===== src/rtl/sram_track_pkg.sv =====
// Shared types, default geometry and the mix arithmetic for the two-track SRAM scheduler.
// Build option MIX_SAT_EN selects a saturating mix instead of the averaging mix.
package sram_track_pkg;

    localparam int unsigned SAMPLE_W        = 16;
    localparam int unsigned TRACK_LEN_DEF   = 128000;
    localparam int unsigned TRACK1_BASE_DEF = 0;
    localparam int unsigned TRACK2_BASE_DEF = 128000;

    typedef enum logic [2:0] {
        ST_IDLE,
        ST_REC_WR,
        ST_PLAY_RD,
        ST_MIX_RD1,
        ST_MIX_RD2,
        ST_MIX_WR
    } state_e;

    function automatic logic [SAMPLE_W-1:0] mix_sample(input logic [SAMPLE_W-1:0] a,
                                                       input logic [SAMPLE_W-1:0] b);
        logic signed [SAMPLE_W:0] sum;
        sum = $signed({a[SAMPLE_W-1], a}) + $signed({b[SAMPLE_W-1], b});
`ifdef MIX_SAT_EN
        // The 17-bit sum overflows 16 bits exactly when its two top bits disagree.
        if (sum[SAMPLE_W] != sum[SAMPLE_W-1])
            return sum[SAMPLE_W] ? {1'b1, {(SAMPLE_W-1){1'b0}}} : {1'b0, {(SAMPLE_W-1){1'b1}}};
        return sum[SAMPLE_W-1:0];
`else
        sum = sum >>> 1;
        return sum[SAMPLE_W-1:0];
`endif
    endfunction

endpackage


===== src/rtl/sram_track_scheduler_counter.sv =====
// Track pointer: up-counter with enable and synchronous clear, wrapping at WRAP-1 back to zero.
module sram_wrap_counter
    import sram_track_pkg::*;
#(
    parameter int unsigned WIDTH = 18,
    parameter int unsigned WRAP  = TRACK_LEN_DEF
) (
    input  logic             clk_i,
    input  logic             rst_i,
    input  logic             clr_i,
    input  logic             en_i,
    output logic [WIDTH-1:0] cnt_o
);

    logic [WIDTH-1:0] cnt_q;
    logic [WIDTH-1:0] cnt_d;

    always_comb begin
        cnt_d = cnt_q;
        if (clr_i)
            cnt_d = '0;
        else if (en_i)
            cnt_d = (cnt_q == WIDTH'(WRAP - 1)) ? '0 : cnt_q + 1'b1;
    end

    always_ff @(posedge clk_i or posedge rst_i) begin
        if (rst_i)
            cnt_q <= '0;
        else
            cnt_q <= cnt_d;
    end

    assign cnt_o = cnt_q;

endmodule


===== src/rtl/sram_track_scheduler.sv =====
// Single-port SRAM access sequencer for record, playback and the offline two-track mix.
// Define MIX_SAT_EN to make the mix saturate instead of average.
module sram_track_scheduler
    import sram_track_pkg::*;
#(
    parameter int unsigned ADDR_W      = 18,
    parameter int unsigned DATA_W      = SAMPLE_W,
    parameter int unsigned TRACK_LEN   = TRACK_LEN_DEF,
    parameter int unsigned TRACK1_BASE = TRACK1_BASE_DEF,
    parameter int unsigned TRACK2_BASE = TRACK2_BASE_DEF,
    parameter int unsigned ACC_CYC     = 3
) (
    input  logic              clk,
    input  logic              AUD_DACLRCK,
    input  logic              frame_tick,
    input  logic              rec_en,
    input  logic              rec_sel,
    input  logic [DATA_W-1:0] rec_data,
    input  logic              play_en,
    input  logic              play_sel,
    output logic [DATA_W-1:0] play_data,
    output logic              play_valid,
    input  logic              mix_start,
    output logic              mix_busy,
    output logic              mix_done,
    output logic              overrun,
    output logic [ADDR_W-1:0] sram_addr,
    output logic [DATA_W-1:0] sram_dq_out,
    output logic              sram_dq_oe,
    input  logic [DATA_W-1:0] sram_dq_in,
    output logic              sram_we_n,
    output logic              sram_oe_n
);

    localparam int unsigned      CYC_W    = $clog2(ACC_CYC);
    localparam logic [CYC_W-1:0] CYC_LAST = CYC_W'(ACC_CYC - 1);
    localparam logic [CYC_W-1:0] WE_LAST  = CYC_W'(ACC_CYC - 2);

    state_e             state_q, state_d;
    logic [CYC_W-1:0]   cyc_q, cyc_d;
    logic [ADDR_W-1:0]  rec_ptr, play_ptr, mix_idx;
    logic [DATA_W-1:0]  a_q, rd_q;
    logic               rd_pend_q;
    logic               last_c, rec_inc, play_inc, mix_inc, mix_accept, mix_last;
    logic [ADDR_W-1:0]  rec_addr, play_addr, mix1_addr, mix2_addr;

    assign last_c     = (cyc_q == CYC_LAST);
    assign rec_inc    = (state_q == ST_REC_WR) && last_c;
    assign play_inc   = (state_q == ST_PLAY_RD) && last_c;
    assign mix_inc    = (state_q == ST_MIX_WR) && last_c;
    assign mix_accept = (state_q == ST_IDLE) && mix_start && !mix_busy;
    assign mix_last   = (mix_idx == ADDR_W'(TRACK_LEN - 1));

    assign rec_addr  = (rec_sel ? ADDR_W'(TRACK2_BASE) : ADDR_W'(TRACK1_BASE)) + rec_ptr;
    assign play_addr = (play_sel ? ADDR_W'(TRACK2_BASE) : ADDR_W'(TRACK1_BASE)) + play_ptr;
    assign mix1_addr = ADDR_W'(TRACK1_BASE) + mix_idx;
    assign mix2_addr = ADDR_W'(TRACK2_BASE) + mix_idx;

    sram_wrap_counter #(.WIDTH(ADDR_W), .WRAP(TRACK_LEN)) u_rec_ptr (
        .clk_i(clk), .rst_i(AUD_DACLRCK), .clr_i(1'b0), .en_i(rec_inc), .cnt_o(rec_ptr)
    );
    sram_wrap_counter #(.WIDTH(ADDR_W), .WRAP(TRACK_LEN)) u_play_ptr (
        .clk_i(clk), .rst_i(AUD_DACLRCK), .clr_i(1'b0), .en_i(play_inc), .cnt_o(play_ptr)
    );
    sram_wrap_counter #(.WIDTH(ADDR_W), .WRAP(TRACK_LEN)) u_mix_idx (
        .clk_i(clk), .rst_i(AUD_DACLRCK), .clr_i(mix_accept), .en_i(mix_inc), .cnt_o(mix_idx)
    );

    always_comb begin
        state_d = state_q;
        cyc_d   = last_c ? '0 : cyc_q + 1'b1;
        case (state_q)
            ST_IDLE: begin
                cyc_d = '0;
                if (frame_tick) begin
                    if (mix_busy)     state_d = ST_MIX_RD1;
                    else if (rec_en)  state_d = ST_REC_WR;
                    else if (play_en) state_d = ST_PLAY_RD;
                end
            end
            ST_REC_WR:  if (last_c) state_d = (play_en && !mix_busy) ? ST_PLAY_RD : ST_IDLE;
            ST_PLAY_RD: if (last_c) state_d = ST_IDLE;
            ST_MIX_RD1: if (last_c) state_d = ST_MIX_RD2;
            ST_MIX_RD2: if (last_c) state_d = ST_MIX_WR;
            ST_MIX_WR:  if (last_c) state_d = ST_IDLE;
            default:    state_d = ST_IDLE;
        endcase
    end

    // Bus outputs are derived from the upcoming state/cycle so they are registered yet aligned.
    always_ff @(posedge clk or posedge AUD_DACLRCK) begin
        if (AUD_DACLRCK) begin
            state_q     <= ST_IDLE;
            cyc_q       <= '0;
            sram_addr   <= '0;
            sram_dq_out <= '0;
            sram_dq_oe  <= 1'b0;
            sram_we_n   <= 1'b1;
            sram_oe_n   <= 1'b1;
            a_q         <= '0;
            rd_q        <= '0;
            rd_pend_q   <= 1'b0;
            play_data   <= '0;
            play_valid  <= 1'b0;
            mix_busy    <= 1'b0;
            mix_done    <= 1'b0;
            overrun     <= 1'b0;
        end else begin
            state_q    <= state_d;
            cyc_q      <= cyc_d;
            sram_oe_n  <= !(state_d inside {ST_PLAY_RD, ST_MIX_RD1, ST_MIX_RD2});
            sram_dq_oe <= state_d inside {ST_REC_WR, ST_MIX_WR};
            sram_we_n  <= !((state_d inside {ST_REC_WR, ST_MIX_WR}) &&
                            (cyc_d != '0) && (cyc_d <= WE_LAST));
            if (state_d != state_q) begin
                case (state_d)
                    ST_REC_WR: begin
                        sram_addr   <= rec_addr;
                        sram_dq_out <= rec_data;
                    end
                    ST_PLAY_RD: sram_addr <= play_addr;
                    ST_MIX_RD1: sram_addr <= mix1_addr;
                    ST_MIX_RD2: sram_addr <= mix2_addr;
                    ST_MIX_WR: begin
                        sram_addr   <= mix1_addr;
                        sram_dq_out <= mix_sample(a_q, sram_dq_in);
                    end
                    default: ;
                endcase
            end
            if ((state_q == ST_MIX_RD1) && last_c)
                a_q <= sram_dq_in;
            rd_pend_q <= play_inc;
            if (play_inc)
                rd_q <= sram_dq_in;
            play_valid <= rd_pend_q;
            if (rd_pend_q)
                play_data <= rd_q;
            mix_done <= mix_inc && mix_last;
            if (mix_accept)
                mix_busy <= 1'b1;
            else if (mix_inc && mix_last)
                mix_busy <= 1'b0;
            if (frame_tick && (state_q != ST_IDLE))
                overrun <= 1'b1;
        end
    end

endmodule


===== config.mk =====
export PLATFORM = sky130hd
export DESIGN_NAME = sram_track_scheduler
export DESIGN_NICKNAME = d
export VERILOG_FILES = /design/src/rtl/sram_track_pkg.sv /design/src/rtl/sram_track_scheduler_counter.sv /design/src/rtl/sram_track_scheduler.sv
export SDC_FILE = /design/constraint.sdc
export NUM_CORES = 1
export LEC_CHECK = 0
export ABC_AREA = 1
export BUFFER_PORTS_ARGS = -buffer_cell sky130_fd_sc_hd__buf_4
export CORE_AREA = 5 5 109 162
export CTS_CLUSTER_DIAMETER = 120
export DETAILED_ROUTE_END_ITERATION = 6
export DIE_AREA = 0 0 114 167
export PLACE_DENSITY = 0.76
export SKIP_CTS_REPAIR_TIMING = 1
export SYNTH_ARGS = -nofsm -noshare
export SYNTH_HDL_FRONTEND = slang
export SYNTH_SLANG_ARGS = --single-unit

===== constraint.sdc =====
create_clock -name clk -period 4.65 [get_ports clk]
set_clock_uncertainty 0.05 [all_clocks]
set_input_delay 0.2325 -clock clk [delete_from_list [all_inputs] [get_ports clk]]
set_output_delay 0.2325 -clock clk [all_outputs]
set_load 0.1 [all_outputs]

==> results.md, run 1 <==
- Status: finished, violations left
- Violated checks: hold timing
- Drc violations: 0
- Placed inst area: 0.00979 sq mm
- Largest net degree at the start of global routing: 111
- Busiest grt layer: met2
- Minimum clock period after layout: 2.42 ns
- Slew Limit Headroom: 35.2%
- # port buffers: 96
- Fmax achieved: 0.413 GHz
- Post-synth EDFFs: 0
- Yosys cell types: 45
- Reg2reg start: state_q[0]$_DFF_PP0_
- Avg Vias per Cell: 5.32
- Layout cells sized above 1: 14.8%
- Met2 Resource Use GR: 44.9%
- Worst vdd ir: 0.000672 V
- Final WS setup: 2.23 ns
- Core area: 0.0160 sq mm
- Leakage: 5.39 nW
- Mapped Area: 0.00895 sq mm
- WS Path Type: flip-flop to flip-flop
- PwrDens: 706 mW/mm^2
- Root buf cell: clkbuf_16
- Final Hold Fails: 41
- Clock Path Buffers: 2
- Worst-path maximum fanout: 38
- All-layer global routing usage: 24.3%
- Hold WC Path Type: primary input to async pin
- Final GP Congestion: 0.983
- Grt met3 use: 3.77%
- Clock tree sinks: 149
- Clock latency on the worst-skew pair: 0.43 ns
- H-tree levels: 4
- CTS clk-pin slew, worst paths: 0.07 ns
- Setup TNS: 0 ns
- Worst EP required: 4.91 ns
- Synthesis Warnings: 0
- Ys async rst share: 100%
- R2r setup slk: 2.23 ns
- CTS tree: yes
- Wire per inst: 14.9 um
- FP Rows: 57
- Final Max Slew Viols: 0
- Router iterations before antenna repair: 6
- Post-route ant nets: 0
- Worst slew pin tran: 0.972 ns
- R2R depth: 7
- Layout area overhead: 16.2%
- Initial core utilization: 55.8%
- Sequential share of the synthesized area: 41.7%
- Fin crit share: 52.1%
- Post-Syn Nets: 1277
- Syn Area/Cell: 7.44 sq um
- First-pass GRT wire length: 37.6 mm
- Die extent in x: 114 um
- Crit path launch type: flip-flop
- Die height: 167 um
- Max Cap Violations: 0
- WL final: 22.5 mm
- Cell count after synthesis: 1202
- Setup Viol. Count Final: 0
- Most used DFF post-synth: dfrtp_1
- Diode count: 0
- Finished Cell Area: 0.0104 sq mm
- Initial antenna violation count: 0
- Synthesized flop and latch total: 149
- Total die area: 0.0190 sq mm
- Worst Setup SP: state_q[0]$_DFF_PP0_
- Hold Slack: -0.0346 ns
- Multi-input gate area: 0.00449 sq mm
- RSZ-0062 raised after global routing: no
- TritonCTS buffer count: 17
- 1st-iter DRT viols: 473
- Critical path capture point type: flip-flop
- Reg2reg end: u_play_ptr.cnt_o[4]$_DFFE_PP0P_
- Fin nets: 1369
- I/O Pins: 97
- Vias in the first global route: 8130
- Fillcell total: 1418
- Detailed Place HPWL: 17.1 mm
- Crit path DAT: 2.68 ns
- Post-place setup slack: 2.23 ns
- Detailed-route via count: 8048
- Met1 Use GR: 27.0%
- FF/Latch Area: 0.00373 sq mm
- Remaining global-route overflow: 0
-- worst max-delay path by stage --
| stage | to | slack, ns | depth (start not counted) |
|---|---|---|---|
| finish | u_play_ptr.cnt_o[4]$_DFFE_PP0P_ | 2.23 | 7 |
| global route | u_play_ptr.cnt_o[4]$_DFFE_PP0P_ | 1.96 | 7 |
| CTS | u_play_ptr.cnt_o[4]$_DFFE_PP0P_ | 2.21 | 7 |
| detailed placement | u_play_ptr.cnt_o[4]$_DFFE_PP0P_ | 2.23 | 7 |
| global placement | u_play_ptr.cnt_o[4]$_DFFE_PP0P_ | 2.27 | 7 |
| floorplan | a_q[0]$_DFFE_PP0P_ | 0.36 | 1 |
-- placed cells by master, fill, tap and decap left out, types with 6 or more instances in the layout --
master	n
inv_8	7
inv_1	140
xor2_1	21
ha_1	34
nand3_1	103
clkbuf_16	17
nor3_1	27
o21ai_0	52
a21oi_1	56
inv_2	10
nand3b_1	6
nor4_1	6
nor2_1	109
nor2_2	7
or2_2	6
mux2_2	16
buf_4	98
dfrtp_1	147
xnor2_1	9
nand2_1	359
nand2_2	12
nand4_1	21
-- power breakdown --
part	internal, mW	switching, mW
Clock	0.728	0.652
Combinational	0.991	3.02
Sequential	1.70	0.254
-- synth_stat cells, drive strengths merged, types with 3 or more instances --
| cell type | instances | area [sq um] |
|---|---|---|
| or2 | 6 | 37.5 |
| ha | 34 | 425 |
| nor3 | 30 | 171 |
| nand4 | 21 | 131 |
| clkbuf | 7 | 26.3 |
| nor2 | 119 | 504 |
| mux2 | 16 | 180 |
| nand2 | 373 | 1450 |
| a21oi | 56 | 280 |
| buf | 19 | 134 |
| xor2 | 21 | 184 |
| o21ai | 54 | 270 |
| nor4 | 6 | 37.5 |
| nand3b | 6 | 45.0 |
| inv | 151 | 567 |
| dfrtp | 147 | 3680 |
| nand3 | 105 | 543 |
| o21bai | 3 | 22.5 |
| xnor2 | 9 | 78.8 |
-- cell families (layout without fill, tap and decap cells) --
group                      Yosys count  count (layout)  share of synthesized area [%]
AOI/OAI and AO/OA                  124             124                           7.29
and+or+nand+nor                    671             671                           33.0
xor gates and xnor gates            30              30                           2.94
buffers and inverters              177             282                           8.12
adders and majority gates           35              35                           4.98
DFF                                149             149                           41.7
muxes                               16              16                           2.01
-- cell type report --
| cell class | count | share of cell area (%) |
|---|---|---|
| repair buffers | 99 | 7.18 |
| inverters | 151 | 5.50 |
| clock buffers | 17 | 4.09 |
| well taps | 206 | 2.48 |
| multi-input cells | 876 | 43.2 |
| flip-flops and latches | 149 | 35.9 |
| clock inverters | 15 | 1.65 |
-- worst max-delay path, cell delays in order (launching register included) --
cell and delay, ns:
dfrtp_1 0.47, inv_1 0.11, nand3_1 0.09, nor2_2 0.43, inv_1 0.55, nor3_1 0.33
nand2_1 0.10, xor2_1 0.16
-- sequential cells by signal (all words and copies together), names as in the netlist, 2 cells and up --
register,flops
play_data,16
sram_addr,18
u_play_ptr.cnt_o,18
rd_q,16
a_q,16
u_mix_idx.cnt_o,18
sram_dq_out,16
state_q,3
u_rec_ptr.cnt_o,18
cyc_q,2
-- metal layers --
layer	vias up	wire, um
met1	3730	8500
met5	-	0
met3	58	867
met4	0	952
li1	4046	-
met2	214	12200
-- metrics by stage --
stage | utilization (%) | hold slack [ns] | instances | total power [mW]
after detailed placement | 61.0 | 0.412 | 1480 | 5.98
after global placement | 61.0 | 0.403 | 1480 | 5.92
after floorplan | - | 0.302 | 1202 | 5.19
final | 64.8 | -0.0346 | 1513 | 7.34
after CTS | 64.7 | -0.0223 | 1512 | 7.38
after global routing | 64.8 | 0.0298 | 1513 | 7.82
Power figures use the tool's default switching activity.
==> run 2: changes to the inputs <==
==> constraint.sdc (replaced) <==
create_clock -name clk -period 2.4 [get_ports clk]
set_clock_uncertainty 0.05 [all_clocks]
set_input_delay 0.12 -clock clk [delete_from_list [all_inputs] [get_ports clk]]
set_output_delay 0.12 -clock clk [all_outputs]
set_load 0.1 [all_outputs]
==> run 2 against run 1 <==
Highest routed layer unchanged; critical path depth increased by 3; global-route usage rose by 1.1 points; the run still ends with hold timing left; setup slack lost 2.0 ns.
==> results.md, run 2 (synthesis gave the netlist of run 1 again) <==
- Net Switching: 7.65 mW (+95%)
- Hold WC Path Type: primary input to flip-flop
- Final Hold Fails: 6 (-85%)
- Leakage: 5.56 nW (+3.1%)
- Clock power share: 18.8% (about the same)
- Clock tree sinks: 149 (unchanged)
- Hold Slack: -0.0514 ns (-0.0169 ns)
- Die height: 167 um (unchanged)
- WS Path Type: flip-flop to flip-flop
- Fin crit share: 91.4% (+39 points)
- Internal: 6.67 mW (+95%)
- Worst-path maximum fanout: 10 (-74%)
- Final GP Congestion: 0.963 (-2.0%)
- Slew Limit Headroom: 53.2% (+18 points)
- Diode count: 0 (unchanged)
- Crit path launch type: flip-flop
- Root buf cell: clkbuf_16
- Fin nets: 1407 (+2.8%)
- WL final: 24.0 mm (+6.9%)
- Initial core utilization: 55.8% (unchanged)
- TritonCTS buffer count: 17 (unchanged)
- Largest net degree at the start of global routing: 78 (-30%)
- I/O Pins: 97 (unchanged)
- Critical path capture point type: flip-flop
- Fillcell total: 1346 (-5.1%)
- Initial antenna violation count: 0 (unchanged)
- Fmax achieved: 0.456 GHz (+10%)
- Most common cell after layout, fill and taps aside: nand2_1
- Router iterations before antenna repair: 5 (-1)
- Worst vdd ir: 0.000992 V (+48%)
- Layout cells sized above 1: 15.4% (+0.55 points)
- Remaining global-route overflow: 0 (unchanged)
- Violated checks: hold timing
- CTS tree: yes
- Total die area: 0.0190 sq mm (unchanged)
- Flop pwr share: 26.7% (about the same)
- 1st-iter DRT viols: 461 (-2.5%)
- Wire per inst: 15.5 um (+4.3%)
- Core area: 0.0160 sq mm (unchanged)
- First-pass GRT wire length: 38.7 mm (+2.8%)
- Avg Vias per Cell: 5.34 (+0.40%)
- Vias in the first global route: 8036 (-1.2%)
- Sw Share: 53.4% (about the same)
- Clock Path Buffers: 2 (unchanged)
- Die extent in x: 114 um (unchanged)
- Detailed-route via count: 8283 (+2.9%)
- Minimum clock period after layout: 2.19 ns (-0.228 ns)
- R2r setup slk: 0.21 ns (-2.02 ns)
- All-layer global routing usage: 25.4% (+1.1 points)
- Comb pwr share: 54.5% (about the same)
- Clock latency on the worst-skew pair: 0.44 ns (about the same)
- Status: finished, violations left
- RSZ-0062 raised after global routing: no
- PwrDens: 1330 mW/mm^2 (+88%)
- Detailed Place HPWL: 18.1 mm (+6.2%)
- Max Cap Violations: 0 (unchanged)
- # port buffers: 96 (unchanged)
- H-tree levels: 4 (unchanged)
- Crit path DAT: 2.45 ns (-0.23 ns)
- Worst slew pin tran: 0.703 ns (-0.270 ns)
- Post-route ant nets: 0 (unchanged)
- Most frequent cells in the layout: nand2_1 (358), dfrtp_1 (147), inv_1 (140), nor2_1 (108), buf_4 (108)
- Final Max Slew Viols: 0 (unchanged)
- Setup Viol. Count Final: 0 (unchanged)
- CTS clk-pin slew, worst paths: 0.07 ns (about the same)
- Final core utilization: 67.1% (+2.4 points)
- Layout area overhead: 20.4%
- FP Rows: 57 (unchanged)
- Worst EP required: 2.66 ns (-2.25 ns)
- Drc violations: 0 (unchanged)
## run 2: changes by cell type in the layout (fill, tap and decap cells not counted), moves of 2 or more
cell / previous run / this run
buf_4: 98 / 108
clkinv_8: 3 / 5
clkinvlp_4: 0 / 2
dlygate4sd3_1: 1 / 28
inv_8: 7 / 5
## run 2: worst paths after layout
kind,start,to,depth (start not counted)
min in group asynchronous,AUD_DACLRCK,sram_addr[12]$_DFFE_PP0P_,3
worst max register to register,u_mix_idx.cnt_o[0]$_DFFE_PP0P_,mix_busy$_DFFE_PP0P_,10
max in group asynchronous,AUD_DACLRCK,u_play_ptr.cnt_o[15]$_DFFE_PP0P_,4
worst min-delay path,rec_data[11],sram_dq_out[11]$_DFFE_PP0P_,5
worst min register to register,sram_dq_out[9]$_DFFE_PP0P_,sram_dq_out[9]$_DFFE_PP0P_,2
worst max-delay path,u_mix_idx.cnt_o[0]$_DFFE_PP0P_,mix_busy$_DFFE_PP0P_,10
## run 2: worst max-delay path: stages, from the launching register on
cell,delay (ns)
dfrtp_1,0.48
ha_1,0.21
nand2_1,0.07
nor2_1,0.17
inv_1,0.09
nor2_2,0.18
nand3_1,0.10
o21ai_1,0.25
nand2_2,0.19
inv_4,0.16
o21ai_0,0.11
## run 2: layout make-up
type | count | area, sq um | area share (%)
timing repair buffer | 137 | 1110 | 10.3
multi-input combinational | 876 | 4490 | 41.7
sequential | 149 | 3730 | 34.6
clock inverter | 15 | 180 | 1.67
inverter | 151 | 573 | 5.32
clock buffer | 17 | 425 | 3.95
tap | 206 | 258 | 2.39
## run 2: power by group through the flow
stage | logic, mW | clock network (mW) | registers, mW
floorplan | 3.66 | 0 | 6.40
global placement | 7.69 | 0 | 3.84
detailed placement | 7.76 | 0 | 3.84
CTS | 7.80 | 2.72 | 3.81
global route | 8.47 | 2.84 | 3.91
finish | 7.81 | 2.69 | 3.82
## run 2: per-stage QoR
stage / power (mW) / setup TNS (ns) / setup WS (ns) / instances / cell area (sq um)
floorplan: 10.1 / 0 / 0.166 / 1202 / 8950
global placement: 11.5 / -0.0304 / -0.0304 / 1491 / 9880
detailed placement: 11.6 / 0 / 0.0536 / 1491 / 9880
CTS: 14.3 / 0 / 0.0252 / 1523 / 10500
global route: 15.2 / 0 / 0.0458 / 1551 / 10800
finish: 14.3 / 0 / 0.207 / 1551 / 10800
## run 2: layer usage
layer,wire [um],vias to the layer above,track usage [%]
met5,0,-,0
met1,8870,3853,27.3
met4,1120,0,14.1
li1,-,4132,-
met3,1000,67,4.68
met2,13000,231,45.9
